==> config.mk <==
export PLATFORM = sky130hd
export DESIGN_NAME = uart_fifo
export DESIGN_NICKNAME = d
export VERILOG_FILES = /design/src/rtl/uart_fifo.sv
export SDC_FILE = /design/constraint.sdc
export NUM_CORES = 1
export LEC_CHECK = 0
export BUFFER_PORTS_ARGS = -buffer_cell sky130_fd_sc_hd__buf_2
export CAP_MARGIN = 30
export CORE_UTILIZATION = 55
export CTS_CLUSTER_SIZE = 24
export DETAILED_ROUTE_END_ITERATION = 10
export PLACE_DENSITY = 0.85
export SLEW_MARGIN = 20
export SYNTH_ARGS = -nofsm -noshare
export SYNTH_HDL_FRONTEND = slang
export SYNTH_SLANG_ARGS = --single-unit
==> constraint.sdc <==
create_clock -name clk -period 2.49 [get_ports clk]
set_input_delay 0.498 -clock clk [delete_from_list [all_inputs] [get_ports clk]]
set_output_delay 0.498 -clock clk [all_outputs]
set_load 0.01 [all_outputs]
==> src/rtl/uart_fifo.sv <==
// uart_fifo: TX and RX byte queues between the CPU I/O bus and the uart block.
// Define UART_FIFO_OVERRUN_EN to always drain uart and flag RX bytes dropped on a full queue.
module uart_fifo #(
  parameter int unsigned DATA_BITS  = 8,
  parameter int unsigned DEPTH_LOG2 = 4
) (
  input  logic                 clk,
  input  logic                 rst,
  input  logic                 tx_push,
  input  logic [DATA_BITS-1:0] tx_wdata,
  output logic                 tx_full,
  output logic [DEPTH_LOG2:0]  tx_count,
  input  logic                 rx_pop,
  output logic [DATA_BITS-1:0] rx_rdata,
  output logic                 rx_empty,
  output logic [DEPTH_LOG2:0]  rx_count,
  output logic                 rx_overrun,
  input  logic                 ovr_clr,
  output logic [DATA_BITS-1:0] u_tx_data,
  output logic                 u_wr,
  input  logic                 u_tx_ready,
  input  logic [DATA_BITS-1:0] u_rx_data,
  input  logic                 u_rx_full,
  output logic                 u_rd
);
  localparam int unsigned Depth = 2 ** DEPTH_LOG2;
  localparam logic [DEPTH_LOG2:0]   FullCnt = (DEPTH_LOG2 + 1)'(Depth);
  localparam logic [DEPTH_LOG2:0]   CntOne  = (DEPTH_LOG2 + 1)'(1);
  localparam logic [DEPTH_LOG2-1:0] PtrOne  = DEPTH_LOG2'(1);
  localparam logic StIdle = 1'b0;
  localparam logic StSend = 1'b1;

  // ---------------- TX queue and uart write FSM ----------------
  logic [DATA_BITS-1:0]  tx_mem [Depth];
  logic [DEPTH_LOG2-1:0] tx_wptr, tx_rptr;
  logic                  tx_state;
  logic                  tx_pop, tx_wen;

  assign tx_full = (tx_count == FullCnt);
  assign tx_pop  = (tx_state == StIdle) && u_tx_ready && (tx_count != '0);
  // A pop on the same edge frees a slot, so a push into a full queue is still accepted.
  assign tx_wen  = tx_push && (!tx_full || tx_pop);

  always_ff @(posedge clk) begin
    if (tx_wen) tx_mem[tx_wptr] <= tx_wdata;
  end

  always_ff @(posedge clk or posedge rst) begin
    if (rst) begin
      tx_wptr   <= '0;
      tx_rptr   <= '0;
      tx_count  <= '0;
      tx_state  <= StIdle;
      u_wr      <= 1'b0;
      u_tx_data <= '0;
    end else begin
      if (tx_wen) tx_wptr <= tx_wptr + PtrOne;
      if (tx_pop) tx_rptr <= tx_rptr + PtrOne;
      if (tx_wen && !tx_pop) tx_count <= tx_count + CntOne;
      else if (!tx_wen && tx_pop) tx_count <= tx_count - CntOne;
      // u_wr is registered: uart tx_ready depends on wr combinationally.
      if (tx_state == StIdle) begin
        if (tx_pop) begin
          tx_state  <= StSend;
          u_wr      <= 1'b1;
          u_tx_data <= tx_mem[tx_rptr];
        end
      end else begin
        tx_state <= StIdle;
        u_wr     <= 1'b0;
      end
    end
  end

  // ---------------- RX queue fed from uart ----------------
  logic [DATA_BITS-1:0]  rx_mem [Depth];
  logic [DEPTH_LOG2-1:0] rx_wptr, rx_rptr;
  logic                  rx_qfull, rx_wen, rx_ren;

  assign rx_qfull = (rx_count == FullCnt);
  assign rx_empty = (rx_count == '0);
  assign rx_ren   = rx_pop && !rx_empty;
  assign rx_wen   = u_rx_full && !rx_qfull;
  assign rx_rdata = rx_mem[rx_rptr];

`ifdef UART_FIFO_OVERRUN_EN
  assign u_rd = u_rx_full;

  // A drop and a clear in the same cycle leave the flag set.
  always_ff @(posedge clk or posedge rst) begin
    if (rst) rx_overrun <= 1'b0;
    else if (u_rx_full && rx_qfull) rx_overrun <= 1'b1;
    else if (ovr_clr) rx_overrun <= 1'b0;
  end
`else
  logic unused_ovr_clr;

  // Backpressure: uart holds rx_full until there is room.
  assign u_rd           = rx_wen;
  assign rx_overrun     = 1'b0;
  assign unused_ovr_clr = ovr_clr;
`endif

  always_ff @(posedge clk) begin
    if (rx_wen) rx_mem[rx_wptr] <= u_rx_data;
  end

  always_ff @(posedge clk or posedge rst) begin
    if (rst) begin
      rx_wptr  <= '0;
      rx_rptr  <= '0;
      rx_count <= '0;
    end else begin
      if (rx_wen) rx_wptr <= rx_wptr + PtrOne;
      if (rx_ren) rx_rptr <= rx_rptr + PtrOne;
      if (rx_wen && !rx_ren) rx_count <= rx_count + CntOne;
      else if (!rx_wen && rx_ren) rx_count <= rx_count - CntOne;
    end
  end

endmodule

# Yosys cells after proc, flatten, opt, wreduce, memory -nomap -nowiden
# Memory sizes are Yosys's and may differ from the RTL's. A register that Yosys moved wholly into a read port is not among the register bits.
# Cells that the tools add are included.
# classes
add_sub_neg	8
n_mul	0
div_mod_pow	0
magnitude_cmp	0
n_eq_ne	2
shift	0
mux	12
bitwise_logic	1
reduce_logical	23
# op_table
operator	count
5-bit two-way mux	4
4-bit by 1-bit adder with 4-bit output (second input constant)	4
5-bit by 1-bit adder with 5-bit output (second input constant)	2
5-bit equality test (second input constant)	2
5-bit by 1-bit subtractor with 5-bit output (second input constant)	2
1-bit logical AND	9
1-bit two-way mux	8
1-bit logical NOT	7
2-bit nonzero test	3
5-bit logical NOT	1
5-bit nonzero test	1
2-bit AND reduction	1
1-bit logical OR	1
1-bit NOT	1
# word_totals
reg_bits	28
latchBits	0
ram_bits	256
romBits	0
output_inout_bits	31
elab_cells	56
memories	2
# memory_table
memory	depth	word_bits	read_ports	rd_ports_with_merged_regs	write_ports	line	text
rx_mem	16	8	1	0	1	76	logic [DATA_BITS-1:0] rx_mem [Depth];
tx_mem	16	8	1	1	1	34	logic [DATA_BITS-1:0] tx_mem [Depth];

# Longest topological paths before layout
# depth
word_depth	9
ltp_mapped	11

# Worst setup path after synthesis
# No wires, ideal clock.
# synth_path
path_kind	flip-flop to flip-flop
start	register tx_count[0]
end	register tx_count[4]
t_arrival_ns	2.707
slack_ns	-0.297
path_stages_with_launch	12
path_buffers	1
synth_period_minus_slack_ns	2.787
path_cell_list	dfrtp_1 nor4_1 a21oi_1 inv_1 buf_2 ha_1 inv_1 fa_1 a21o_1 a21oi_1 mux2i_1 xnor2_1
# synth_between
elab_chain_cells	7
elab_cells_between_ends	15
cone_classes	add/sub (2); eq/ne (1); mux (2); reduce/logical (10)
# synth_rtl
element	line	text
start, declared	12	output logic [DEPTH_LOG2:0] tx_count,
start signal, assigned	59	if (tx_wen && !tx_pop) tx_count <= tx_count + CntOne;
start signal, assigned	60	else if (!tx_wen && tx_pop) tx_count <= tx_count - CntOne;
parallel branches: the longest is 7 deep, another holds 5-bit by 1-bit subtractor with 5-bit output	n/a	
# Several ways; the timed one is not identified. The select of a mux whose other input is x is not followed.
# A chain may end at the register's enable or synchronous reset.

# Worst setup path after layout
# layout_path
start	register rx_rptr[0]
end	output port rx_rdata[0]
# layout_between
elab_chain_cells	1
# layout_rtl
element	line	text
start, declared	77	logic [DEPTH_LOG2-1:0] rx_wptr, rx_rptr;
start signal, assigned	115	if (rx_ren) rx_rptr <= rx_rptr + PtrOne;
memory read 16 x 8 bit	n/a	
end, declared	14	output logic [DATA_BITS-1:0] rx_rdata,
# No other way between the ends.

==> flow_summary.json <==
{
  "status": "complete, but fails checks",
  "violations": "negative setup slack",
  "wl_mm": 24.8,
  "clock_skew_ns": 0.0153,
  "layout.cells.non_filler": 997,
  "finalSetupViolations": 9,
  "via_per_inst": 5.98,
  "required_ns": 1.99,
  "synth-edff-count": 256,
  "drtIter0Drc": 599,
  "area_growth_pct": 17.0,
  "routabilityCongestion": 0.767,
  "drc": 0,
  "finish.instance_area_um2": 13800,
  "cap_violations": 0,
  "avgRoutedWirePerCell_um": 24.9,
  "synth_fa_ha_area_share_pct": 2.25,
  "cts_buffers": 29,
  "coreArea_um2": 21000,
  "yosys.area.top_type": "edfxtp_1",
  "end_kind": "output pin",
  "crit_path_end": "rx_rdata[0]",
  "power.leakage_nw": 4.82,
  "grt_remaining_overflow": 0,
  "setup_slack_ns": -0.468,
  "hold_viol_final": 0,
  "slew_headroom_pct": 41.9,
  "synth-simple-area-share_pct": 2.99,
  "synth-seq-cells": 292,
  "first_global_vias": 6422,
  "synth.distinct_cells": 37,
  "syn_area_um2": 11800,
  "fmax_mhz": 338,
  "yosys_warnings": 0,
  "fin_hold_ws_ns": 0.0739,
  "die-area_um2": 22000,
  "yosysSeqAreaShare_pct": 72.8,
  "muxShareOfSynthArea_pct": 16.5,
  "synth_top_family_by_area": "multiplexers",
  "rows": 53,
  "grt_pass1_wl_mm": 38.0,
  "final_cell_mix": "256 x edfxtp_1, 70 x mux4_2, 52 x buf_4",
  "ios": 54,
  "cts_sinks": 292,
  "utilization_pct": 65.7,
  "io_buffers": 51,
  "dieWidth_um": 148,
  "cts_tree": "done",
  "synth-compound-area-share_pct": 1.63,
  "dp_slack_ns": -0.0979,
  "timing.rr.end": "rx_count[4]",
  "dp_cells": 923,
  "grt_start_max_net_pins": 37,
  "via_count": 5963,
  "final_layout_size_suffix_gt1_share_pct": 37.0,
  "syn_avg_cell_area_um2": 20.2,
  "cp_max_fo": 5,
  "worstRegToRegCells": 10,
  "antenna_found_initial": 1,
  "arrival_ns": 2.46,
  "synth_area_leaders": "edfxtp_1 65%, mux4_2 10%, dfrtp_1 7.6%",
  "dp_hpwl_mm": 14.5,
  "gr-usage-all-layers_pct": 23.5,
  "p_per_area_nw_per_um2": 1180,
  "cts-htree-levels": 1,
  "clkLatencyLatePin_ns": 0.54,
  "reg2reg_from": "rx_count[3]",
  "nets": 743,
  "die_h_um": 148,
  "period_needed_ns": 2.96,
  "start_kind": "register",
  "syn_inst": 585,
  "root_buffer": "clkbuf_16",
  "hp-class": "input pin to async pin",
  "placed_area_um2": 12600,
  "vdd.ir_drop.worst_mv": 0.574,
  "synth_fp_nets": 628,
  "grt_setup_unrepaired": "true",
  "fillers": 1297,
  "path_clk_slew_ns": 0.06,
  "r2r_slack_ns": -0.22,
  "start_util_pct": 56.1,
  "final_common_cell": "edfxtp_1",
  "worstMarginPinSlew_ns": 0.869,
  "min_period_over_period_pct": 119,
  "synth_top_area_share_pct": 65.1,
  "final_max_slew_viol_count": 0,
  "async_flop_share_pct": 12.3,
  "ys.flop_type": "edfxtp_1",
  "first_pass_iters": 4,
  "cts_buffer_depth": 3,
  "crit_type": "register to output pin",
  "postRouteAntennaNets": 0,
  "synth_xor_area_share_pct": 1.48,
  "startpoint": "rx_rptr[0]"
}
## worst min-delay path by stage
| stage | from | to | slack, ns | cells past startpoint |
|---|---|---|---|---|
| 6_report | rst | rx_count[2] | 0.07 | 3 |
| 5_1_grt | rst | rx_count[2] | 0.09 | 3 |
| 4_1_cts | rst | rx_count[3] | 0.09 | 3 |
| 3_5_place_dp | tx_state | u_wr | 0.46 | 1 |
| 3_3_place_gp | tx_state | u_wr | 0.46 | 1 |
| 2_1_floorplan | tx_state | u_wr | 0.43 | 1 |
## Yosys cell counts, types with 5 or more instances
master	count
nand2_1	29
mux2i_1	16
ha_1	18
o21ai_0	13
inv_1	13
dfrtp_1	36
mux2_2	8
nand2b_1	5
edfxtp_1	256
mux4_2	53
buf_2	9
nor3_1	8
mux4_1	19
buf_4	6
xnor2_1	18
buf_6	5
nor2_1	29
a21oi_1	7
## metal layers
layer	wire, µm	up-vias	track usage [%]
li1	-	2551	-
met1	9680	3080	31.2
met2	13000	281	40.4
met3	1570	51	3.47
met4	610	0	7.11
met5	0	-	0
## critical path, stage by stage, from the launching register on
cell and delay (ns):
dfrtp_2 0.41, buf_6 0.15, buf_12 0.13, mux4_2 0.55, mux4_2 0.53, buf_6 0.15
## layout make-up
cell class	instances	area [µm²]	share of cell area (%)
sequential	292	8600	62.3
timing repair buffer	115	912	6.61
clock inverter	17	141	1.02
inverter	13	53.8	0.390
tap	275	344	2.49
multi-input combinational	249	2990	21.7
antenna	1	2.50	0.0181
clock buffer	35	758	5.49
## sequential cells by signal, summed over array words and instances (netlist names)
name	cells
tx_count	5
tx_rptr	4
rx_mem	128
u_tx_data	8
rx_wptr	4
rx_rptr	4
rx_count	5
u_wr	1
tx_mem	128
tx_wptr	4
tx_state	1
## repair_timing
action | 4_1_cts | 5_1_grt
hold buffers | 0 | 0
pin swaps | 6 | 10
gates cloned | 2 | 1
gates resized for setup | 34 | 20
endpoints found under the setup margin | 12 | 16
buffers inserted | 17 | 6
## stage by stage
step / total power, W / setup TNS [ns]
2_1_floorplan: 0.0100 / -0.0973
3_3_place_gp: 0.0111 / 0
3_5_place_dp: 0.0115 / -0.0979
4_1_cts: 0.0161 / -3.49
5_1_grt: 0.0170 / -4.29
6_report: 0.0163 / -3.70
## power by group
| group | switching (W) | internal [W] | total [W] |
|---|---|---|---|
| clock network | 0.00175 | 0.00237 | 0.00412 |
| logic | 0.00264 | 0.00294 | 0.00558 |
| registers | 0.000585 | 0.00607 | 0.00666 |
| total | 0.00497 | 0.0114 | 0.0163 |
## kinds of logic after synthesis
family | count (synthesis)
AOI/OAI and AO/OA | 31
xor gates and xnor gates | 20
adders and majority gates | 20
buffers and inverters | 44
DFF | 292
muxes | 96
other | 1
and+or+nand+nor | 81
Power figures use the tool's default switching activity.
